## config.mk

```make
export PLATFORM = sky130hd
export DESIGN_NAME = tcam_ctrl
export DESIGN_NICKNAME = d
export VERILOG_FILES = /design/src/rtl/tcam_pkg.sv /design/src/rtl/tcam_ctrl_arb.sv /design/src/rtl/tcam_ctrl.sv
export SDC_FILE = /design/constraint.sdc
export NUM_CORES = 1
export LEC_CHECK = 0
export ABC_AREA = 1
export CORE_ASPECT_RATIO = 2
export CORE_MARGIN = 10
export CORE_UTILIZATION = 24
export DETAILED_ROUTE_END_ITERATION = 8
export PLACE_DENSITY_LB_ADDON = 0.15
export SLEW_MARGIN = 20
export SYNTH_ARGS = -nofsm -noshare
export SYNTH_HDL_FRONTEND = slang
export SYNTH_SLANG_ARGS = --single-unit
```

## constraint.sdc

```tcl
create_clock -name clk -period 1.5 [get_ports clk]
set_clock_uncertainty 0.15 [all_clocks]
set_input_delay 0.3 -clock clk [delete_from_list [all_inputs] [get_ports clk]]
set_output_delay 0.3 -clock clk [all_outputs]
set_load 0.03 [all_outputs]
```

## src/rtl/tcam_pkg.sv

```systemverilog
// tcam_pkg
//   Shared definitions for the TCAM request sequencer: controller state
//   encoding and the default key/data width and entry count.
package tcam_pkg;

  localparam int TCAM_WIDTH = 8;
  localparam int TCAM_DEPTH = 4;

  typedef enum logic [2:0] {
    IDLE  = 3'd0,
    SWAIT = 3'd1,
    SCAP  = 3'd2,
    RSP   = 3'd3,
    FLUSH = 3'd4
  } state_e;

endpackage

```

## src/rtl/tcam_ctrl_arb.sv

```systemverilog
// tcam_ctrl_arb
//   Two-requester round-robin tie-breaker. A requester that is alone wins
//   immediately. When both request while enabled, the priority bit picks the
//   winner and then flips.
// Ports:
//   clk, rst_n     clock, async active-low reset
//   en_i           arbitration allowed this cycle
//   req_upd_i      update requester valid
//   req_srch_i     search requester valid
//   gnt_upd_o      one-hot grant to update
//   gnt_srch_o     one-hot grant to search
module tcam_ctrl_arb (
  input  logic clk,
  input  logic rst_n,
  input  logic en_i,
  input  logic req_upd_i,
  input  logic req_srch_i,
  output logic gnt_upd_o,
  output logic gnt_srch_o
);

  // p_q = 1: update wins the next contested cycle
  logic p_q, p_d;

  always_comb begin
    gnt_upd_o  = en_i & req_upd_i  & (~req_srch_i | p_q);
    gnt_srch_o = en_i & req_srch_i & (~req_upd_i  | ~p_q);
    p_d        = (en_i & req_upd_i & req_srch_i) ? ~p_q : p_q;
  end

  always_ff @(posedge clk or negedge rst_n) begin
    if (!rst_n) begin
      p_q <= 1'b1;
    end else begin
      p_q <= p_d;
    end
  end

endmodule

```

## src/rtl/tcam_ctrl.sv

```systemverilog
// tcam_ctrl
//   Request sequencer in front of a TCAM array. Arbitrates between an update
//   requester and a search requester, drives the registered TCAM write and
//   search ports, returns search results on a valid/ready channel and keeps
//   a per-entry "written" bitmap.
//   Build option TCAM_CTRL_FLUSH_EN: adds the flush sequence that rewrites
//   every entry with INIT_DATA/INIT_MASK. Without it flush_req is ignored and
//   flush_busy is tied low.
// Ports:
//   clk, rst_n                       clock, async active-low reset
//   upd_valid/upd_ready              update handshake
//   upd_addr/upd_data/upd_mask       update payload
//   srch_valid/srch_ready, srch_key  search handshake and key
//   rsp_valid/rsp_ready              result handshake
//   rsp_found/rsp_data               registered search result
//   flush_req, flush_busy            flush request pulse, flush pending/active
//   entry_vld                        entries written since last flush/reset
//   t_wr_*                           TCAM write port (registered)
//   t_search_en/t_search_key         TCAM search port (registered)
//   t_match_found/t_match_data       TCAM result, one edge after search
//
// state | meaning
// ------+--------------------------------------------------------------
// IDLE  | accepting updates and searches; may start a pending flush
// SWAIT | search issued to the TCAM, result not yet valid
// SCAP  | TCAM result valid, captured into rsp_* at the end of the cycle
// RSP   | response offered, waiting for rsp_ready
// FLUSH | writing INIT_* to one entry per cycle (flush build only)
module tcam_ctrl
  import tcam_pkg::*;
#(
  parameter int WIDTH = TCAM_WIDTH,
  parameter int DEPTH = TCAM_DEPTH,
  parameter logic [WIDTH-1:0] INIT_DATA = '0,
  parameter logic [WIDTH-1:0] INIT_MASK = '1,
  localparam int AW = $clog2(DEPTH)
) (
  input  logic             clk,
  input  logic             rst_n,
  input  logic             upd_valid,
  output logic             upd_ready,
  input  logic [AW-1:0]    upd_addr,
  input  logic [WIDTH-1:0] upd_data,
  input  logic [WIDTH-1:0] upd_mask,
  input  logic             srch_valid,
  output logic             srch_ready,
  input  logic [WIDTH-1:0] srch_key,
  output logic             rsp_valid,
  input  logic             rsp_ready,
  output logic             rsp_found,
  output logic [WIDTH-1:0] rsp_data,
  input  logic             flush_req,
  output logic             flush_busy,
  output logic [DEPTH-1:0] entry_vld,
  output logic             t_wr_en,
  output logic [AW-1:0]    t_wr_addr,
  output logic [WIDTH-1:0] t_wr_data,
  output logic [WIDTH-1:0] t_wr_mask,
  output logic             t_search_en,
  output logic [WIDTH-1:0] t_search_key,
  input  logic             t_match_found,
  input  logic [WIDTH-1:0] t_match_data
);

  state_e state_q, state_d;

  logic             t_wr_en_q, t_wr_en_d;
  logic [AW-1:0]    t_wr_addr_q, t_wr_addr_d;
  logic [WIDTH-1:0] t_wr_data_q, t_wr_data_d;
  logic [WIDTH-1:0] t_wr_mask_q, t_wr_mask_d;
  logic             t_search_en_q, t_search_en_d;
  logic [WIDTH-1:0] t_search_key_q, t_search_key_d;
  logic             rsp_valid_q, rsp_valid_d;
  logic             rsp_found_q, rsp_found_d;
  logic [WIDTH-1:0] rsp_data_q, rsp_data_d;
  logic [DEPTH-1:0] entry_vld_q, entry_vld_d;

  logic flush_pend;
  logic arb_en, gnt_upd, gnt_srch;
  logic upd_acc, srch_acc;

`ifdef TCAM_CTRL_FLUSH_EN
  logic          flush_busy_q, flush_busy_d;
  // address currently presented on the write port during FLUSH
  logic [AW-1:0] flush_cnt_q, flush_cnt_d;

  assign flush_pend = flush_busy_q;
  assign flush_busy = flush_busy_q;
`else
  logic unused_flush;

  assign flush_pend   = 1'b0;
  assign flush_busy   = 1'b0;
  assign unused_flush = flush_req ^ (^INIT_DATA) ^ (^INIT_MASK);
`endif

  assign arb_en = rst_n & (state_q == IDLE) & ~flush_pend;

  tcam_ctrl_arb u_arb (
    .clk        (clk),
    .rst_n      (rst_n),
    .en_i       (arb_en),
    .req_upd_i  (upd_valid),
    .req_srch_i (srch_valid),
    .gnt_upd_o  (gnt_upd),
    .gnt_srch_o (gnt_srch)
  );

  // Outside IDLE the search side cannot be accepted, so updates are
  // uncontested there; in IDLE an update is only refused when search wins.
  assign srch_ready = arb_en & ~gnt_upd;
  assign upd_ready  = rst_n & ~flush_pend & (state_q != FLUSH) &
                      ((state_q != IDLE) | ~gnt_srch);

  assign upd_acc  = upd_valid & upd_ready;
  assign srch_acc = srch_valid & srch_ready;

  always_comb begin
    state_d        = state_q;
    t_wr_en_d      = 1'b0;
    t_wr_addr_d    = t_wr_addr_q;
    t_wr_data_d    = t_wr_data_q;
    t_wr_mask_d    = t_wr_mask_q;
    t_search_en_d  = 1'b0;
    t_search_key_d = t_search_key_q;
    rsp_valid_d    = rsp_valid_q;
    rsp_found_d    = rsp_found_q;
    rsp_data_d     = rsp_data_q;
    entry_vld_d    = entry_vld_q;
`ifdef TCAM_CTRL_FLUSH_EN
    flush_busy_d   = flush_busy_q;
    flush_cnt_d    = flush_cnt_q;
`endif

    if (upd_acc) begin
      t_wr_en_d             = 1'b1;
      t_wr_addr_d           = upd_addr;
      t_wr_data_d           = upd_data;
      t_wr_mask_d           = upd_mask;
      entry_vld_d[upd_addr] = 1'b1;
    end

    unique case (state_q)
      IDLE: begin
        if (srch_acc) begin
          t_search_en_d  = 1'b1;
          t_search_key_d = srch_key;
          state_d        = SWAIT;
        end
`ifdef TCAM_CTRL_FLUSH_EN
        // Wait for a write issued last cycle to leave the port before
        // the flush takes it over; the first flush write goes out on entry.
        else if (flush_busy_q && !t_wr_en_q) begin
          state_d     = FLUSH;
          entry_vld_d = '0;
          t_wr_en_d   = 1'b1;
          t_wr_addr_d = '0;
          t_wr_data_d = INIT_DATA;
          t_wr_mask_d = INIT_MASK;
          flush_cnt_d = '0;
        end
`endif
      end
      SWAIT: state_d = SCAP;
      SCAP: begin
        rsp_valid_d = 1'b1;
        rsp_found_d = t_match_found;
        rsp_data_d  = t_match_data;
        state_d     = RSP;
      end
      RSP: begin
        if (rsp_ready) begin
          rsp_valid_d = 1'b0;
          state_d     = IDLE;
        end
      end
`ifdef TCAM_CTRL_FLUSH_EN
      FLUSH: begin
        if (flush_cnt_q == AW'(DEPTH - 1)) begin
          state_d      = IDLE;
          flush_busy_d = 1'b0;
        end else begin
          t_wr_en_d   = 1'b1;
          t_wr_addr_d = flush_cnt_q + AW'(1);
          t_wr_data_d = INIT_DATA;
          t_wr_mask_d = INIT_MASK;
          flush_cnt_d = flush_cnt_q + AW'(1);
        end
      end
`endif
      default: state_d = IDLE;
    endcase

`ifdef TCAM_CTRL_FLUSH_EN
    if (flush_req && !flush_busy_q) begin
      flush_busy_d = 1'b1;
    end
`endif
  end

  always_ff @(posedge clk or negedge rst_n) begin
    if (!rst_n) begin
      state_q        <= IDLE;
      t_wr_en_q      <= 1'b0;
      t_wr_addr_q    <= '0;
      t_wr_data_q    <= '0;
      t_wr_mask_q    <= '0;
      t_search_en_q  <= 1'b0;
      t_search_key_q <= '0;
      rsp_valid_q    <= 1'b0;
      rsp_found_q    <= 1'b0;
      rsp_data_q     <= '0;
      entry_vld_q    <= '0;
`ifdef TCAM_CTRL_FLUSH_EN
      flush_busy_q   <= 1'b0;
      flush_cnt_q    <= '0;
`endif
    end else begin
      state_q        <= state_d;
      t_wr_en_q      <= t_wr_en_d;
      t_wr_addr_q    <= t_wr_addr_d;
      t_wr_data_q    <= t_wr_data_d;
      t_wr_mask_q    <= t_wr_mask_d;
      t_search_en_q  <= t_search_en_d;
      t_search_key_q <= t_search_key_d;
      rsp_valid_q    <= rsp_valid_d;
      rsp_found_q    <= rsp_found_d;
      rsp_data_q     <= rsp_data_d;
      entry_vld_q    <= entry_vld_d;
`ifdef TCAM_CTRL_FLUSH_EN
      flush_busy_q   <= flush_busy_d;
      flush_cnt_q    <= flush_cnt_d;
`endif
    end
  end

  assign t_wr_en      = t_wr_en_q;
  assign t_wr_addr    = t_wr_addr_q;
  assign t_wr_data    = t_wr_data_q;
  assign t_wr_mask    = t_wr_mask_q;
  assign t_search_en  = t_search_en_q;
  assign t_search_key = t_search_key_q;
  assign rsp_valid    = rsp_valid_q;
  assign rsp_found    = rsp_found_q;
  assign rsp_data     = rsp_data_q;
  assign entry_vld    = entry_vld_q;

endmodule
```

==> impl_metrics.json <==
{
  "outcome": "finished with violations",
  "failed_checks": "negative setup slack",
  "drc": 0,
  "finalCriticalPeriod_ps": 1710,
  "path_clk_slew_ps": 60,
  "p_int_w": 0.00347,
  "setup_ws_ps": -212,
  "grtUsageMet1_pct": 8.50,
  "detail-route-antenna-nets": 0,
  "fp.dieArea_um2": 12400,
  "synthTopCellsByArea": "dfrtp_1 56%, nand2_1 20%, nand4_1 7.1%",
  "hp-class": "in -> async",
  "multi_input_area_um2": 776,
  "syn_to_final_growth_pct": 69.4,
  "postLayoutCoreUtil_pct": 41.6,
  "power.switching_w": 0.00237,
  "synth_top_cell_by_area": "dfrtp_1",
  "cp_data_arrival_time_ps": 1260,
  "criticalPathCategory": "reg -> out",
  "grt_max_degree": 30,
  "clk_latency_ps": 290,
  "synth_common_cells": "105 x nand2_1, 44 x dfrtp_1, 22 x nand4_1",
  "drt-total-wl_mm": 6.73,
  "r2r_cells": 10,
  "dp_hpwl_mm": 4.52,
  "fin_setup_tns_ps": -4560,
  "synth_fp_nets": 264,
  "regToRegStartpoint": "state_q[0]",
  "hold_ws_ps": 62.4,
  "synthesis.area_per_instance_um2": 8.91,
  "netSwitchingFraction_pct": 40.6,
  "die_w_um": 83.8,
  "route.vias.total": 1845,
  "fillers": 832,
  "clockBufferDepth": 2,
  "core_um2": 7940,
  "drt_pass1_iterations": 4,
  "vias_per_cell": 4.38,
  "yosysMostFrequentCell": "nand2_1",
  "clock_sinks": 45,
  "instances_no_fill": 421,
  "grt_antenna_before_repair": 0,
  "die_h_um": 148,
  "drive_gt1_share_pct": 28.3,
  "grt_pass1_vias": 1932,
  "grt-ovfl-total": 0,
  "synthCells": 219,
  "cts_buffers": 5,
  "vdd_drop_max_uv": 971,
  "setup_viol": 34,
  "crit_required_ps": 1050,
  "rsz0062_at_grt": "yes",
  "row_count": 46,
  "antenna_cells": 0,
  "num-nets-final": 369,
  "reg2reg_setup_slack_ps": -180,
  "ys_ff_latch": 45,
  "final_hold_viol_count": 0,
  "routabilityCongestion": 0.724,
  "end_kind": "output pin",
  "grt.total_usage_pct": 10.1,
  "p_leak_nw": 1.71,
  "clock.fmax_mhz": 584,
  "yosysWarnings": 0,
  "drv_slew": 0,
  "grt_use_met3_pct": 3.58,
  "cts_tree": "yes",
  "yosysUniqueCellTypes": 24,
  "seq_area_um2": 1130,
  "drtIter0Drc": 106,
  "grt_pass1_wl_mm": 9.98,
  "regToRegEndpoint": "entry_vld[2]",
  "io_buffer_count": 83,
  "place_inst": 401,
  "cts-root-buf": "clkbuf_16",
  "async_flop_share_pct": 100,
  "comb_power_share_pct": 49.6,
  "synth_edf_count": 0,
  "synth_top_area_share_pct": 56.4,
  "htree_levels": 2,
  "p_clk_share_pct": 18.1,
  "ys_seq_area_share_pct": 57.8,
  "seqPwrFrac_pct": 32.3,
  "critPathLaunchType": "flop",
  "pwr_density_cell_nw_per_um2": 1770,
  "synth_ff_type": "dfrtp_1",
  "netlist_area_um2": 1950,
  "finalCritPeriodShare_pct": 114,
  "start_util_pct": 24.6,
  "p_total_w": 0.00584,
  "crit_fanout": 2,
  "drv_cap": 0,
  "drt-wirelength-per-cell_um": 16.0,
  "grt.busiest_layer": "met2",
  "grt_util_met2_pct": 20.0,
  "ioPinCount": 86
}
[stage by stage]
step                instance area [µm²]  setup slack (ps)
finish                             3310              -212
global route                       3310              -267
CTS                                3140              -257
detailed placement                 2920              -284
global placement                   2920              -298
floorplan                          1980              12.8
[power by group through the flow]
stage	Clock (W)	Combinational [W]	Sequential, W
3_5_place_dp	0	0.00272	0.00189
6_report	0.00106	0.00290	0.00189
4_1_cts	0.00112	0.00280	0.00187
5_1_grt	0.00116	0.00315	0.00194
2_1_floorplan	0	0.000803	0.00260
3_3_place_gp	0	0.00270	0.00188
[critical path: stages (launching register included)]
cell	delay, ps
dfstp_2	560
nand2_4	60
nand2_4	80
nor2_4	50
nor2_4	80
buf_6	140
[cell usage in the layout, fill, tap and decap left out, types with 5 or more instances in the layout]
cell type         n
inv_1             6
buf_4            46
buf_6             5
nand2_1          98
clkdlybuf4s15_1   6
nand2_2           6
nand4_1          22
clkdlybuf4s50_1  37
clkbuf_16         9
dfrtp_1          44
[timing repair]
| action | in CTS | in global routing |
|---|---|---|
| setup endpoints to repair | 13 | 64 |
| gates resized for setup | 16 | 24 |
| setup buffers | 3 | 1 |
| hold buffers | 2 | 0 |
| pin swaps | 2 | 1 |
| endpoints found under the hold margin | 18 | 0 |
| gates cloned | 1 | 5 |
[cell families (layout without fill, tap and decap cells)]
kind of cell | Yosys count | in the layout | share of synthesized area, %
simple gates | 141 | 141 | 31.6
other cells | 1 | 1 | 0.192
fa+ha+maj | 4 | 4 | 2.56
xor+xnor | 1 | 1 | 0.449
buf+inv | 23 | 129 | 6.15
flops | 45 | 45 | 57.8
compound gates | 4 | 4 | 1.28
[sequential cells by signal, indices dropped and copies added (netlist names)]
| register | flops |
|---|---|
| rsp_data | 8 |
| t_search_key | 8 |
| t_wr_data | 8 |
| t_wr_mask | 8 |
| entry_vld | 4 |
| state_q | 2 |
| t_wr_addr | 2 |
| rsp_found | 1 |
| rsp_valid | 1 |
| t_search_en | 1 |
| t_wr_en | 1 |
| u_arb.p_q | 1 |
[per-layer routing]
layer	part of all wire [%]	wire length, µm	vias up
li1	-	-	902
met2	59	3970	48
met5	0	0	-
met3	5.6	378	5
met4	1.8	118	0
met1	34	2270	890
[worst max-delay path by stage]
stage / from / to / slack [ps]
3_3_place_gp: upd_valid / upd_ready / -300
2_1_floorplan: state_q[1] / state_q[1] / 10
4_1_cts: u_arb.p_q / upd_ready / -260
6_report: u_arb.p_q / upd_ready / -210
5_1_grt: state_q[0] / upd_ready / -270
3_5_place_dp: upd_valid / upd_ready / -280
[area by class of cell]
cell class,count,area share (%)
sequential,45,34.1
timing repair buffer,111,33.4
multi-input combinational,151,23.5
clock buffer,6,3.90
tap,96,3.63
inverter,10,1.17
clock inverter,2,0.303
Note: power is estimated with default switching activity, not from simulation.
